[src/rtl/ov2640_sccb_config.sv]
// OV2640 power-up sequencer: walks a {reg,val} ROM table and issues SCCB 3-phase
// writes, then raises cam_enable. The 16'hFFF0 entry inserts a delay and 16'hFFFF ends the table.
module ov2640_sccb_config #(
  parameter int          CLK_FREQ_HZ  = 50000000,
  parameter int          SCCB_FREQ_HZ = 100000,
  parameter logic [7:0]  DEV_ADDR     = 8'h60,
  parameter int          ADDR_W       = 8,
  parameter int          PWR_WAIT     = 1000000,
  parameter int          DELAY_CYCLES = 500000
) (
  input  logic              clk,
  input  logic              rst,
  input  logic              start,
  output logic              busy,
  output logic              done,
  output logic              cam_enable,
  output logic [ADDR_W-1:0] rom_addr,
  input  logic [15:0]       rom_data,
  output logic              sio_c,
  output logic              sio_d_o,
  output logic              sio_d_oe
);

  localparam int QTR  = CLK_FREQ_HZ / (4 * SCCB_FREQ_HZ);
  localparam int QW   = (QTR > 1) ? $clog2(QTR) : 1;
  localparam int WMAX = (PWR_WAIT > DELAY_CYCLES) ? PWR_WAIT : DELAY_CYCLES;
  localparam int CW   = $clog2(WMAX + 1);

  localparam logic [QW-1:0]     Q_LAST    = QW'(QTR - 1);
  localparam logic [CW-1:0]     PWR_LAST  = CW'(PWR_WAIT - 1);
  localparam logic [CW-1:0]     DLY_LAST  = CW'(DELAY_CYCLES - 1);
  localparam logic [ADDR_W-1:0] ADDR_LAST = '1;

  typedef enum logic [3:0] {
    S_IDLE, S_PWR, S_FETCH, S_DECODE, S_START,
    S_SHIFT, S_STOP, S_GAP, S_DELAY, S_DONE
  } state_t;

  state_t            state_q, state_n;
  logic [QW-1:0]     q_cnt;
  logic [1:0]        q_ph;
  logic [4:0]        bit_cnt;
  logic [CW-1:0]     wcnt;
  logic [26:0]       sh;
  logic              qtick, advance, c_n, oe_n, q_timed, w_timed, idle_like;

  assign qtick      = (q_cnt == Q_LAST);
  assign q_timed    = (state_q == S_START) || (state_q == S_SHIFT) ||
                      (state_q == S_STOP)  || (state_q == S_GAP);
  assign w_timed    = (state_q == S_PWR) || (state_q == S_DELAY);
  assign idle_like  = (state_q == S_IDLE) || (state_q == S_DONE);
  assign busy       = !idle_like;
  assign done       = (state_q == S_DONE);
  assign cam_enable = done;
  assign sio_d_o    = 1'b0;

  // Outputs are registered, so SIO_D decisions look at the current (registered)
  // SIO_C: data is only allowed to move once SIO_C is already seen low.
  always_comb begin
    state_n = state_q;
    c_n     = 1'b1;
    oe_n    = 1'b0;
    advance = 1'b0;
    case (state_q)
      S_IDLE, S_DONE: if (start) state_n = S_PWR;
      S_PWR:    if (wcnt == PWR_LAST) state_n = S_FETCH;
      S_FETCH:  state_n = S_DECODE;
      S_DECODE: begin
        if (rom_data == 16'hFFFF)      state_n = S_DONE;
        else if (rom_data == 16'hFFF0) state_n = S_DELAY;
        else                           state_n = S_START;
      end
      S_START: begin
        oe_n = q_ph[0];
        if (qtick && q_ph == 2'd1) state_n = S_SHIFT;
      end
      S_SHIFT: begin
        c_n  = q_ph[1];
        oe_n = sio_c ? sio_d_oe : ~sh[26];
        if (qtick && q_ph == 2'd3 && bit_cnt == 5'd0) state_n = S_STOP;
      end
      S_STOP: begin
        c_n = (q_ph != 2'd0);
        case (q_ph)
          2'd0:    oe_n = sio_c ? sio_d_oe : 1'b1;
          2'd1:    oe_n = 1'b1;
          default: oe_n = 1'b0;
        endcase
        if (qtick && q_ph == 2'd2) state_n = S_GAP;
      end
      S_GAP:   if (qtick && q_ph == 2'd3) advance = 1'b1;
      S_DELAY: if (wcnt == DLY_LAST) advance = 1'b1;
      default: state_n = S_IDLE;
    endcase
    if (advance) state_n = (rom_addr == ADDR_LAST) ? S_DONE : S_FETCH;
  end

  always_ff @(posedge clk) begin
    if (rst) begin
      state_q  <= S_IDLE;
      q_cnt    <= '0;
      q_ph     <= '0;
      bit_cnt  <= '0;
      wcnt     <= '0;
      sh       <= '0;
      rom_addr <= '0;
      sio_c    <= 1'b1;
      sio_d_oe <= 1'b0;
    end else begin
      state_q  <= state_n;
      sio_c    <= c_n;
      sio_d_oe <= oe_n;
      if (state_n != state_q) begin
        q_cnt <= '0;
        q_ph  <= '0;
        wcnt  <= '0;
      end else begin
        if (q_timed) begin
          if (qtick) begin
            q_cnt <= '0;
            q_ph  <= q_ph + 2'd1;
          end else begin
            q_cnt <= q_cnt + QW'(1);
          end
        end
        if (w_timed) wcnt <= wcnt + CW'(1);
      end
      // Frame bits: ID, X, reg, X, val, X -- X bits are 1 so SIO_D is released.
      if (state_q == S_DECODE && state_n == S_START) begin
        sh      <= {DEV_ADDR, 1'b1, rom_data[15:8], 1'b1, rom_data[7:0], 1'b1};
        bit_cnt <= 5'd26;
      end else if (state_q == S_SHIFT && qtick && q_ph == 2'd3) begin
        sh      <= {sh[25:0], 1'b0};
        bit_cnt <= bit_cnt - 5'd1;
      end
      if (idle_like && start)                     rom_addr <= '0;
      else if (advance && rom_addr != ADDR_LAST)  rom_addr <= rom_addr + ADDR_W'(1);
    end
  end

endmodule

[config.mk]
export PLATFORM = sky130hd
export DESIGN_NAME = ov2640_sccb_config
export DESIGN_NICKNAME = d
export VERILOG_FILES = /design/src/rtl/ov2640_sccb_config.sv
export SDC_FILE = /design/constraint.sdc
export NUM_CORES = 1
export LEC_CHECK = 0
export ABC_AREA = 1
export CAP_MARGIN = 20
export CORE_MARGIN = 3
export CORE_UTILIZATION = 45
export CTS_BUF_LIST = sky130_fd_sc_hd__clkbuf_8
export DETAILED_ROUTE_END_ITERATION = 16
export PLACE_DENSITY_LB_ADDON = 0.1
export SLEW_MARGIN = 20
export SYNTH_ARGS = -nofsm -noshare
export SYNTH_HDL_FRONTEND = slang
export SYNTH_SLANG_ARGS = --single-unit
[constraint.sdc]
create_clock -name clk -period 2.1 [get_ports clk]
set_input_delay 0.525 -clock clk [delete_from_list [all_inputs] [get_ports clk]]
set_output_delay 0.525 -clock clk [all_outputs]
set_load 0.1 [all_outputs]
# Word-level counts from Yosys, hierarchy flattened
# Cells that the tools add are included.
# classes
addsub	5
eq_ne	23
mux	23
bitwise_logic	1
reduce_logical	27
# op_table
op	count
$mux W26	2
$mux W4	9
$eq A16 B16 Y1 const B	2
$pmux W4 S8	1
$add A20 B1 Y20 const B	1
$eq A20 B19 Y1 const B	1
$eq A20 B20 Y1 const B	1
$eq A4 B3 Y1 const B	5
$mux W5	2
$reduce_or A2 Y1	5
$logic_and A1 B1 Y1	9
$add A8 B1 Y8 const B	1
$eq A4 B2 Y1 const B	2
$eq A4 B4 Y1 const B	2
$eq A8 B8 Y1 const B	1
$ne A8 B8 Y1 const B	1
$add A7 B1 Y7 const B	1
$eq A7 B7 Y1 const B	1
$mux W7	1
$pmux W1 S2	3
$logic_not A5 Y1	1
$logic_or A1 B1 Y1	5
$sub A5 B1 Y5 const B	1
$eq A2 B2 Y1 const B	2
other kinds (14)	19
# totals
register_bits	75
input_bits	19
output_inout_bits	14
wordCells	90

# Longest topological paths before layout
# logic_depth
word_depth	9
ltp_mapped	17
mapped_depth_nobuf	15

# Least setup slack after synthesis
# OpenSTA, ideal clock, no wires.
# synth_timing
path_kind	register to register
startpoint	reg state_q[0]
endpoint	reg q_ph[1]
setup_time_ns	0.124
t_arrival_ns	2.804
required_ns	1.976
slack_ns	-0.827
stages_incl_launch_ff	14
path_buffers	2
period_less_slack_ns	2.927
cell_sequence	dfxtp_1 -> nand2_2 -> nor2_1 -> a21oi_1 -> nand2_1 -> nand3_1 -> nand2_1 -> nand2_1 -> nand2_1 -> nor2_2 -> nand2_2 -> buf_6 -> buf_12 -> nor2_4
# synth_between
elab_chain_len	6
elab_cells_between_ends	26
classes_between	10 x eq/ne; 8 x mux; 8 x reduce/logical
# synth_lines
element	line_no	rtl
start, declared	39	state_t state_q, state_n;
start signal, assigned	110	state_q <= state_n;
$eq A4 B4 Y1	--	
named net cam_enable	16	output logic cam_enable,
$reduce_or A2 Y1	64	case (state_q)
$pmux W4 S8	64	
$mux W4	95	if (advance) state_n = (rom_addr == ADDR_LAST) ? S_DONE : S_FETCH;
$ne A4 B4 Y1	113	if (state_n != state_q) begin
$reduce_or A2 Y1 (no source line)	--	
end signal, assigned	121	q_ph <= q_ph + 2'd1;
end, declared	41	logic [1:0] q_ph;
# The timed path passes the listed nets, and every way through them passes these cells.
# A chain may end at the register's enable or synchronous reset.

# Final worst setup path
# layout_timing
startpoint	reg q_cnt[1]
endpoint	reg wcnt[17]
# layout_between
elab_chain_len	8
elab_cells_between_ends	14
classes_between	2 x eq/ne; 7 x mux; 5 x reduce/logical
# layout_lines
element	line_no	rtl
start, declared	40	logic [QW-1:0] q_cnt;
start signal, assigned	123	q_cnt <= q_cnt + QW'(1);
$eq A7 B7 Y1 (*)	47	assign qtick = (q_cnt == Q_LAST);
$logic_and A1 B1 Y1	80, 91	
$logic_and A1 B1 Y1	80	if (qtick && q_ph == 2'd3 && bit_cnt == 5'd0) state_n = S_STOP;
$mux W4	80	
$pmux W4 S8	64	
$mux W4 (*)	95	
$ne A4 B4 Y1 (*)	113	
$reduce_or A2 Y1 (no source line) (*)	--	
end signal, assigned	126	if (w_timed) wcnt <= wcnt + CW'(1);
end, declared	43	logic [CW-1:0] wcnt;
# Mark *: on every way between the ends. The rest lies on a longest branch, timed or not.

==> results.txt <==
----------------------------------------------------
[Clocking]
  Htree depth ... 3
  CTS tree ... yes
  Clock insertion delay at the later pin of the skew report ... 0.35 ns
  Clock slew at reported path FFs ... roughly 0.080 ns
  Sink count of the clock tree ... 75
  Root buffer cell ... sky130_fd_sc_hd__clkbuf_8
  Maximum number of buffers from clock root to sink ... 2
  CTS Hold Buffers Added ... 0
  Inserted Clock Buffers ... 9

[Worst setup path]
  Kind of cell adding the most delay to the critical path ... simple AND/OR/NAND/NOR gates
  Slowest Stage Delay on Critical Path ... 0.34 ns
  Crit-path most repeated cell ... sky130_fd_sc_hd__nand2_1
  Cell with the largest stage delay on the worst path ... sky130_fd_sc_hd__dfxtp_2
  Worst setup SP type ... register
  Category of the most critical setup path ... reg2reg
  Critical path buffer and inverter count ... 5
  Required arrival time at the worst endpoint ... approximately 2.4 ns
  Arrival time at the worst endpoint ... about 2.3 ns
  Max FO, Critical Path ... 6
  Endpoint type of the worst setup path ... register
  List of cells traversed by the critical path ... inv_2, ha_4, nand3_4, nor2_4, buf_6, nand2_1, nand2_1, nor2_1, nand2_1, nand2_2, nand2_1, nand2_1, nand2_2, nand2_4, buf_12, buf_12, buf_16, nor2_1

[Pwr]
  PwrDens ... just under 600 mW/mm^2
  Leakage power figure ... approximately 2.1 nW
  Power Total ... approximately 3 mW
  Maximum ir drop on the vdd rail ... roughly 370 uV

[Yosys]
  Count of synthesis-stage warnings from yosys ... 0
  Synthesized instance count ... between 500 and 600
  Net count after synthesis ... between 500 and 600
  Post-synth ARST share ... 0%
  Cell area after technology mapping ... around 0.004 sq mm
  Register bit count reported by yosys ... 75
  Top flip-flop cell by instance count after synthesis ... sky130_fd_sc_hd__dfxtp_1
  Sequential-to-total area share from yosys stat ... 37.3%
  Cell variety after synth ... 38
  Number of flops mapped to enable cells by yosys ... 0
  Syn_area_per_cell ... between 7 and 8 sq um

[Placed design]
  Post-DP HPWL ... 6.57 mm
  Number of input and output port buffers inserted ... 31
  Placed Instance Area ... about 0.0046 sq mm
  Gpl congestion ... between 0.9 and 1
  Worst slack at placement ... -0.410 ns

[Timing]
  Tmin final ... ~2 ns
  Number of hold violations in the final report ... 0
  Max-slew violation total from the final report ... 0
  Clock skew ... ~0.011 ns
  Worst-case setup margin in the final layout ... just over 0.1 ns
  Setup repair after global routing missed its margin ... true
  Final Setup Violations ... 0
  Fraction of the cycle the final worst path needs ... a little over nine tenths
  Maximum operating frequency ... roughly 0.50 GHz

[Flow run]
  Total of max-cap violations ... 0

[Final layout]
  Area taken by multi-input logic gates ... approximately 0.0024 sq mm
  Flip-flop and latch area ... between 0.0015 and 0.002 sq mm
  Design area ... between 0.005 and 0.006 sq mm
  Most common cell after layout, fill and taps aside ... sky130_fd_sc_hd__nand2_1
  Final-layout fill cell count ... between 700 and 800
  Post-synthesis to final-layout area growth ... 32.3%
  Most used cells in the layout excluding fill and tap cells ... sky130_fd_sc_hd__nand2_1 (146), sky130_fd_sc_hd__buf_4 (52), sky130_fd_sc_hd__dfxtp_1 (49)
  Fraction of layout cells with a size suffix above 1 ... about 29%
  Number of diodes ... 0
  Net count, final ... 673

[Die]
  Count of standard-cell rows ... 33
  IO Pins ... 33
  Initial standard-cell utilization of the core ... between 40% and 50%
  Total Die Area ... 0.0101 sq mm
  Placeable core region ... 0.00846 sq mm
  Die Wd ... approximately 100 um
  Chip Height ... around 100 um

[Global routing]
  Number of antenna violations at the first check in global routing ... 0
  Congestion Overflow GR ... 0
  Pin count of the biggest net entering global routing ... 26
  First-pass GRT wire length ... approximately 15 mm
  Number of global-route vias before repair ... ~3.4k
  Overall Global Routing Usage ... approximately a fifth

[Routing]
  Drt total wl ... around 9.4 mm
  Drt via density ... ~5.0
  Violation count after the first detailed-routing iteration ... between 150 and 200
  Average wire length per cell after detail routing ... between 10 and 15 um
  Total number of vias ... about 3.8k
  Drt drc ... 0
  Drt pass-1 iters ... 5
  Final ANT Viol Nets ... 0

[Status]
  Outcome ... finished clean

[Worst hold path]
  Type of the tightest min-delay check ... reg2reg

----------------------------------------------------
-- state kept, by name (all words and copies together), names as in the netlist --
name	cells
bit_cnt	5
sh	27
sio_d_oe	1
q_ph	2
q_cnt	7
state_q	4
rom_addr	8
sio_c	1
wcnt	20
-- synth_stat cells (4+ instances only) --
| library cell | n | area, sq um |
|---|---|---|
| sky130_fd_sc_hd__nor3_1 | 12 | 60.1 |
| sky130_fd_sc_hd__inv_1 | 52 | 195 |
| sky130_fd_sc_hd__nor2_4 | 12 | 135 |
| sky130_fd_sc_hd__nand2_1 | 151 | 567 |
| sky130_fd_sc_hd__buf_4 | 4 | 30.0 |
| sky130_fd_sc_hd__clkbuf_1 | 5 | 18.8 |
| sky130_fd_sc_hd__inv_2 | 10 | 37.5 |
| sky130_fd_sc_hd__a21oi_1 | 30 | 150 |
| sky130_fd_sc_hd__xor2_1 | 19 | 166 |
| sky130_fd_sc_hd__o21ai_0 | 14 | 70.1 |
| sky130_fd_sc_hd__buf_2 | 5 | 25.0 |
| sky130_fd_sc_hd__dfxtp_1 | 75 | 1500 |
| sky130_fd_sc_hd__ha_1 | 10 | 125 |
| sky130_fd_sc_hd__nand4_1 | 10 | 62.6 |
| sky130_fd_sc_hd__o21ai_1 | 4 | 20.0 |
| sky130_fd_sc_hd__nor2_2 | 9 | 56.3 |
| sky130_fd_sc_hd__nand2_2 | 10 | 62.6 |
| sky130_fd_sc_hd__xnor2_1 | 8 | 70.1 |
| sky130_fd_sc_hd__nor2_1 | 63 | 236 |
| sky130_fd_sc_hd__nand3_1 | 27 | 135 |
| sky130_fd_sc_hd__a31oi_1 | 17 | 106 |
-- worst min-delay path: stages, from the launching register on --
cell	delay (ns)
sky130_fd_sc_hd__dfxtp_1	0.31
sky130_fd_sc_hd__nand2_1	0.06
sky130_fd_sc_hd__a21oi_1	0.05
-- repair_timing --
action                                  in CTS  in global routing
pin swaps                                    9                 19
resized for setup                           28                 68
endpoints found under the setup margin      22                 41
setup buffers                                8                 11
gates cloned                                 2                  0
-- power by group --
part	total (mW)	switching [mW]	internal, mW	leakage [nW]
sequential	1.42	0.00851	1.41	0.620
combinational	0.309	0.163	0.146	1.35
clock	1.36	0.545	0.814	0.127
total	3.09	0.717	2.37	2.10
-- logic make-up (layout without fill, tap and decap cells) --
kind of cell    after synthesis  in the layout  synth area share, %
simple gates                305            305                 35.2
compound gates               70             70                 9.61
other cells                   1              1               0.0932
mux                           1              1                0.249
fa+ha+maj                    10             10                 3.11
xor+xnor                     27             27                 5.88
buf+inv                      79            160                 8.49
flops                        75             75                 37.3
-- layout make-up --
class	count	share of cell area (%)
multi-input cells	414	44.4
flip-flops and latches	75	29.2
repair buffers	81	14.8
inverters	63	4.49
clock buffers	10	2.59
well taps	105	2.47
clock inverters	6	1.95
-- layer usage --
metal	global-route usage (%)	part of all wire [%]	vias to the layer above
met5	0	0	-
met4	5.60	1.3	0
met3	3.32	4.9	13
met2	28.4	44	95
met1	27.1	50	1729
li1	-	-	1967
-- stage by stage --
step / hold WS [ns] / TNS, ns / std cells / util [%]
final: 0.464 / 0 / 754 / 62.9
after global routing: 0.483 / -0.0635 / 754 / 62.9
after CTS: 0.468 / 0 / 743 / 59.8
after detailed placement: 0.456 / -17.24 / 717 / 54.8
after global placement: 0.449 / -13.95 / 717 / 54.8
after floorplan: 0.440 / 0 / 568 / -
-- final timing paths --
kind              depth (start not counted)  startpoint        to  slack (ns)
setup / recovery                         18    q_cnt[1]  wcnt[17]        0.10
hold / removal                            2       sh[9]     sh[9]        0.46
setup reg to reg                         18    q_cnt[1]  wcnt[17]        0.10
hold reg to reg                           2       sh[9]     sh[9]        0.46
(Power assumes the default switching activity.)
